`src/rtl/desc_replay_tx.sv`:
```
// Two-pass descriptor transmitter: buffers one AXI-Stream descriptor, then replays it
// twice (tuser = pass index) for the L2-normalize stage.
module desc_replay_tx #(
    parameter int DATA_W    = 64,
    parameter int MAX_BEATS = 64,
    parameter int ADDR_W    = 6
) (
    input  logic              clk,
    input  logic              rstn,
    input  logic [DATA_W-1:0] s_axis_tdata,
    input  logic              s_axis_tvalid,
    input  logic              s_axis_tlast,
    output logic              s_axis_tready,
    output logic [DATA_W-1:0] m_axis_tdata,
    output logic              m_axis_tvalid,
    output logic              m_axis_tlast,
    input  logic              m_axis_tready,
    output logic              m_axis_tuser,
    output logic              busy,
    output logic              overflow,
    output logic [15:0]       desc_count,
    output logic [1:0]        dbg_state
);
    // Both ports: a beat transfers on a rising edge where tvalid && tready; the
    // master holds tdata/tlast/tuser stable and never drops tvalid before that edge.
    localparam logic [1:0] FILL  = 2'd0;
    localparam logic [1:0] SEND0 = 2'd1;
    localparam logic [1:0] SEND1 = 2'd2;
    localparam logic [ADDR_W-1:0] LAST_ADDR = ADDR_W'(MAX_BEATS - 1);

    logic [DATA_W-1:0] r_mem [MAX_BEATS];
    logic [1:0]        r_state;
    logic              r_live;
    logic [ADDR_W-1:0] r_wr_addr;
    logic              r_wr_full;
    logic [ADDR_W-1:0] r_len_m1;
    logic [ADDR_W-1:0] r_rd_addr;
    logic              r_rd_active;
    logic              r_rd_pass;
    logic [DATA_W-1:0] r_rd_data;
    logic              r_rd_v;
    logic              r_rd_last;
    logic              r_rd_user;
    logic [DATA_W-1:0] r_sk_data;
    logic              r_sk_v;
    logic              r_sk_last;
    logic              r_sk_user;
    logic              r_overflow;
    logic [15:0]       r_desc_count;

    logic w_s_hs;
    logic w_m_hs;
    logic w_ren;
    logic w_rd_end;
    logic w_keep_rd;
    logic w_keep_sk;

    assign s_axis_tready = r_live && (r_state == FILL);
    assign w_s_hs        = s_axis_tvalid && s_axis_tready;

    // Output presents the older of the two registered entries: skid first, then RAM read register.
    assign m_axis_tvalid = r_sk_v || r_rd_v;
    assign m_axis_tdata  = r_sk_v ? r_sk_data : r_rd_data;
    assign m_axis_tlast  = r_sk_v ? r_sk_last : r_rd_last;
    assign m_axis_tuser  = r_sk_v ? r_sk_user : r_rd_user;
    assign w_m_hs        = m_axis_tvalid && m_axis_tready;

    // A read is only launched while at least one entry is free, so tready never gates the RAM.
    assign w_ren     = r_rd_active && !(r_sk_v && r_rd_v);
    assign w_rd_end  = (r_rd_addr == r_len_m1);
    assign w_keep_rd = r_rd_v && !(w_m_hs && !r_sk_v);
    assign w_keep_sk = r_sk_v && !w_m_hs;

    assign busy       = (r_state != FILL);
    assign overflow   = r_overflow;
    assign desc_count = r_desc_count;
    assign dbg_state  = r_state;

    always_ff @(posedge clk) begin
        if (w_s_hs && !r_wr_full) begin
            r_mem[r_wr_addr] <= s_axis_tdata;
        end
    end

    always_ff @(posedge clk) begin
        if (!rstn) begin
            r_state      <= FILL;
            r_live       <= 1'b0;
            r_wr_addr    <= '0;
            r_wr_full    <= 1'b0;
            r_len_m1     <= '0;
            r_rd_addr    <= '0;
            r_rd_active  <= 1'b0;
            r_rd_pass    <= 1'b0;
            r_rd_data    <= '0;
            r_rd_v       <= 1'b0;
            r_rd_last    <= 1'b0;
            r_rd_user    <= 1'b0;
            r_sk_data    <= '0;
            r_sk_v       <= 1'b0;
            r_sk_last    <= 1'b0;
            r_sk_user    <= 1'b0;
            r_overflow   <= 1'b0;
            r_desc_count <= '0;
        end else begin
            r_live <= 1'b1;

            if (w_ren) begin
                r_rd_data <= r_mem[r_rd_addr];
                r_rd_last <= w_rd_end;
                r_rd_user <= r_rd_pass;
                r_rd_v    <= 1'b1;
                if (w_keep_rd) begin
                    r_sk_data <= r_rd_data;
                    r_sk_last <= r_rd_last;
                    r_sk_user <= r_rd_user;
                    r_sk_v    <= 1'b1;
                end else begin
                    r_sk_v <= w_keep_sk;
                end
                // Pass 1 reads follow pass 0 directly so the boundary has no bubble.
                if (w_rd_end) begin
                    r_rd_addr <= '0;
                    if (r_rd_pass) begin
                        r_rd_active <= 1'b0;
                    end else begin
                        r_rd_pass <= 1'b1;
                    end
                end else begin
                    r_rd_addr <= r_rd_addr + 1'b1;
                end
            end else begin
                r_rd_v <= w_keep_rd;
                r_sk_v <= w_keep_sk;
            end

            if (w_m_hs && m_axis_tlast) begin
                if (r_state == SEND0) begin
                    r_state <= SEND1;
                end else if (r_state == SEND1) begin
                    r_state      <= FILL;
                    r_desc_count <= r_desc_count + 16'd1;
                end
            end

            if (w_s_hs) begin
                if (r_wr_full) begin
                    r_overflow <= 1'b1;
                end else begin
                    r_wr_addr <= r_wr_addr + 1'b1;
                    if (r_wr_addr == LAST_ADDR) begin
                        r_wr_full <= 1'b1;
                    end
                end
                if (s_axis_tlast) begin
                    r_len_m1    <= r_wr_full ? LAST_ADDR : r_wr_addr;
                    r_wr_addr   <= '0;
                    r_wr_full   <= 1'b0;
                    r_state     <= SEND0;
                    r_rd_active <= 1'b1;
                    r_rd_addr   <= '0;
                    r_rd_pass   <= 1'b0;
                end
            end
        end
    end
endmodule
```
`config.mk`:
```
export PLATFORM = sky130hd
export DESIGN_NAME = desc_replay_tx
export DESIGN_NICKNAME = d
export VERILOG_FILES = /design/src/rtl/desc_replay_tx.sv
export SDC_FILE = /design/constraint.sdc
export NUM_CORES = 2
export LEC_CHECK = 0
export BUFFER_PORTS_ARGS = -buffer_cell sky130_fd_sc_hd__clkbuf_2
export CAP_MARGIN = 15
export CORE_ASPECT_RATIO = 0.7
export CORE_MARGIN = 10
export CORE_UTILIZATION = 54
export CTS_CLUSTER_DIAMETER = 80
export DETAILED_ROUTE_END_ITERATION = 8
export PLACE_DENSITY = 0.81
export SLEW_MARGIN = 20
export SYNTH_ARGS = -nofsm -noshare
export SYNTH_HDL_FRONTEND = slang
export SYNTH_SLANG_ARGS = --single-unit
```
`constraint.sdc`:
```
create_clock -name clk -period 7.3 [get_ports clk]
set_clock_uncertainty 0.2 [all_clocks]
set_input_delay 0.73 -clock clk [delete_from_list [all_inputs] [get_ports clk]]
set_output_delay 0.73 -clock clk [all_outputs]
set_load 0.01 [all_outputs]
```
==> run_results.csv <==
group,metric,value,unit
yosys,synth_edf_count,4096,
route,drt_pass1_iterations,9,
yosys,ys_seq_area_share,77.5,%
power,p_int,38.2,mW
clocking,clockBufferDepth,4,
power,combPwrFrac,3.1,%
layout,fill_cells,19400,
worst_setup_path,worstSetupPathType,"flip-flop to flip-flop",
layout,final_area,182000,um^2
yosys,ys_ff_latch,4271,
sta,whs,0.176,ns
clocking,cts_buffers,369,
status,outcome,"finished with violations",
route,wl,478000,um
yosys,synth_area,163000,um^2
die,std_cell_rows,168,
sta,finalSetupViolCount,0,
sta,period_needed,4.91,ns
layout,multi_input_area,35100,um^2
min_path,hold_end,"r_mem[35][22]",
layout,utilization,60.7,%
worst_setup_path,r2r_end,"r_rd_data[39]",
clocking,clock_latency,0.94,ns
yosys,synth_cell_type_count,60,
yosys,syn_area_per_cell,21.1,um^2
sta,max-slew-margin-rel,15.4,%
worst_setup_path,worstRegToRegCells,8,
placed_design,place_inst,11700,
clocking,root_buffer,"clkbuf_16",
route,via_per_inst,7.12,
min_path,holdPathStages,1,
yosys,ys.flop_type,"edfxtp_1",
layout,final_common_cell,"edfxtp_1",
worst_setup_path,regToRegSetupSlack,2.39,ns
power,p_leak,55.8,nW
worst_setup_path,worstPathRequired,7.96,ns
sta,tightest_slew,1.27,ns
clocking,tritoncts,"yes",
die,num_io_pins,157,
placed_design,gp_congestion,0.859,
die,core_area,300000,um^2
layout,layout_common_cells,"edfxtp_1, mux4_2, mux2i_1",
status,violations,"design-rule violations",
global_routing,antenna_found_initial,43,
sta,grt_setup_unrepaired,"no",
power,seqPwrFrac,55.8,%
power,ir_drop,0.302,mV
worst_setup_path,end_kind,"flip-flop",
layout,layout-drive-gt1-share,24.6,%
global_routing,track_usage,28.7,%
layout,num-nets-final,8146,
clocking,cts_max_level,5,
route,drtAntennaViolNets,0,
yosys,async_reset_ff_share,0,%
route,route.detailed.drc,1,
die,floorplan.initialDensity,54.4,%
clocking,clkTransAtPathRegs,0.07,ns
sta,final.setup.tns,0,ns
min_path,min_from,"s_axis_tdata[22]",
clocking,clock-sinks,4271,
layout,fin_cells,12400,
route,drt-wirelength-per-cell,38.6,um
sta,fmax,203,MHz
global_routing,grt-ovfl-total,0,
min_path,hp-class,"primary input to flip-flop",
placed_design,hpwl,254000,um
worst_setup_path,reg2reg_from,"r_rd_addr[1]",
yosys,yosys_warnings,0,
global_routing,grt_pass1_wl,668000,um
route,drtIter0Drc,16900,
layout,area_delta_synth_final,11.5,%
sta,hold_viol,0,
die,die_w,677,um
die,die-area,325000,um^2
sta,drv_slew,0,
die,die_h,480,um
yosys,synth_cells,7728,
sta,fin_crit_sh,67.3,%
placed_design,place_area,170000,um^2
route,vias,88200,
layout,seqCellArea,127000,um^2
power,power_density,265,nW/um^2
power,clkPwrFrac,41.2,%
worst_setup_path,worstPathArrival,5.57,ns
worst_setup_path,worstPathMaxFanout,86,
run,drv_cap,0,
yosys,syn-num-nets,7800,
placed_design,port_buffers,156,
power,switchingPower,10.0,mW
global_routing,grt_pass1_vias,87200,
power,swShare,20.8,%
worst_setup_path,start_kind,"flip-flop",
global_routing,grt_max_degree,117,
worst_setup_path,startpoint,"r_rd_addr[1]",
[area by class of cell]
type	instances	share of cell area (%)
sequential	4271	69.5
timing repair buffer	426	1.88
antenna	22	0.0302
clock inverter	202	1.08
inverter	8	0.0240
tap	3995	2.75
clock buffer	470	5.48
multi-input combinational	2998	19.3
[how the worst max path moves through the flow]
stage | endpoint | slack [ns] | cells after the start
final | r_rd_data[39] | 2.39 | 8
after global routing | r_mem[43][1] | 2.42 | 6
after CTS | r_mem[7][12] | 2.42 | 6
after detailed placement | r_mem[7][14] | 2.02 | 7
after global placement | r_mem[59][19] | 1.80 | 7
after floorplan | r_mem[59][0] | 2.07 | 5
[registers in the layout, summed over array words and instances, names as in the netlist, 2 cells and up]
name,count
r_mem,4096
r_rd_data,64
r_sk_data,64
desc_count,16
r_len_m1,6
r_rd_addr,6
r_wr_addr,6
dbg_state,2
[kinds of logic (layout without fill, tap and decap cells)]
| family | after synthesis | count (layout) | synth area share [%] |
|---|---|---|---|
| AO/OA/AOI/OAI | 775 | 775 | 3.33 |
| XOR/XNOR | 28 | 28 | 0.150 |
| adder cells (fa/ha/maj) | 3 | 3 | 0.0230 |
| buffers and inverters | 459 | 1106 | 1.38 |
| flip-flops | 4271 | 4271 | 77.5 |
| multiplexers | 1439 | 1439 | 15.7 |
| other | 0 | 22 | 0 |
| AND/OR/NAND/NOR | 753 | 753 | 1.96 |
[per-stage QoR]
step / setup WS [ns] / power, mW
after floorplan: 2.07 / 28.2
after global placement: 1.80 / 28.8
after detailed placement: 2.02 / 28.9
after CTS: 2.42 / 48.2
after global routing: 2.42 / 49.2
final: 2.39 / 48.2
[per-layer routing]
layer	track usage, %	wire length, um
met1	37.6	156000
met2	42.7	213000
met3	11.9	83900
met5	0	252
met4	12.3	24300
[synthesized netlist by cell type (4+ instances only)]
| cell | count | area, um^2 |
|---|---|---|
| a2111oi_0 | 32 | 280 |
| a211o_1 | 29 | 254 |
| a211oi_1 | 22 | 165 |
| a21boi_0 | 74 | 556 |
| a21oi_1 | 138 | 691 |
| a221o_1 | 45 | 450 |
| a221oi_1 | 48 | 420 |
| a22o_1 | 6 | 52.6 |
| a22oi_1 | 74 | 556 |
| a31o_2 | 9 | 78.8 |
| a31oi_1 | 54 | 338 |
| and2_1 | 17 | 106 |
| and3_1 | 8 | 50.1 |
| buf_1 | 39 | 146 |
| buf_2 | 135 | 676 |
| buf_4 | 67 | 503 |
| buf_6 | 14 | 158 |
| clkbuf_1 | 195 | 732 |
| dfxtp_1 | 175 | 3500 |
| edfxtp_1 | 4096 | 123000 |
| inv_1 | 6 | 22.5 |
| mux2_2 | 95 | 1070 |
| mux2i_1 | 460 | 4600 |
| mux4_2 | 884 | 19900 |
| nand2_1 | 453 | 1700 |
| nand2b_1 | 7 | 43.8 |
| nand3_1 | 45 | 225 |
| nand3b_1 | 7 | 52.6 |
| nand4_1 | 4 | 25.0 |
| nand4b_1 | 4 | 35.0 |
| nor2_1 | 142 | 533 |
| nor2b_1 | 19 | 119 |
| nor3_1 | 17 | 85.1 |
| nor3b_1 | 9 | 67.6 |
| nor4_1 | 4 | 25.0 |
| o2111ai_1 | 14 | 123 |
| o211ai_1 | 46 | 345 |
| o21ai_0 | 77 | 385 |
| o221ai_1 | 13 | 114 |
| o22ai_1 | 86 | 538 |
| or2_2 | 6 | 37.5 |
| xnor2_1 | 9 | 78.8 |
| xor2_1 | 19 | 166 |
[timing repair]
action / CTS / global route
resized for setup: 0 / 0
endpoints found under the hold margin: 2 / 0
buffers inserted: 0 / 0
hold buffers: 2 / 0
[power groups by stage]
stage                     logic [mW]  clock network (mW)  registers (mW)
after detailed placement        1.42                   0            27.4
after global placement          1.37                   0            27.4
after global routing            1.54                20.7            26.9
after CTS                       1.45                19.9            26.9
final                           1.48                19.9            26.9
after floorplan                0.743                   0            27.4
[critical path, cell delays in order (launching register included)]
cell and delay (ns):
dfxtp_4 0.90, buf_4 0.60, buf_12 0.56, nor2_2 0.10, buf_4 0.34, a221oi_1 0.52
o21ai_0 0.22, a2111oi_1 1.05, a221o_1 0.26
Note: power is estimated with default switching activity, not from simulation.
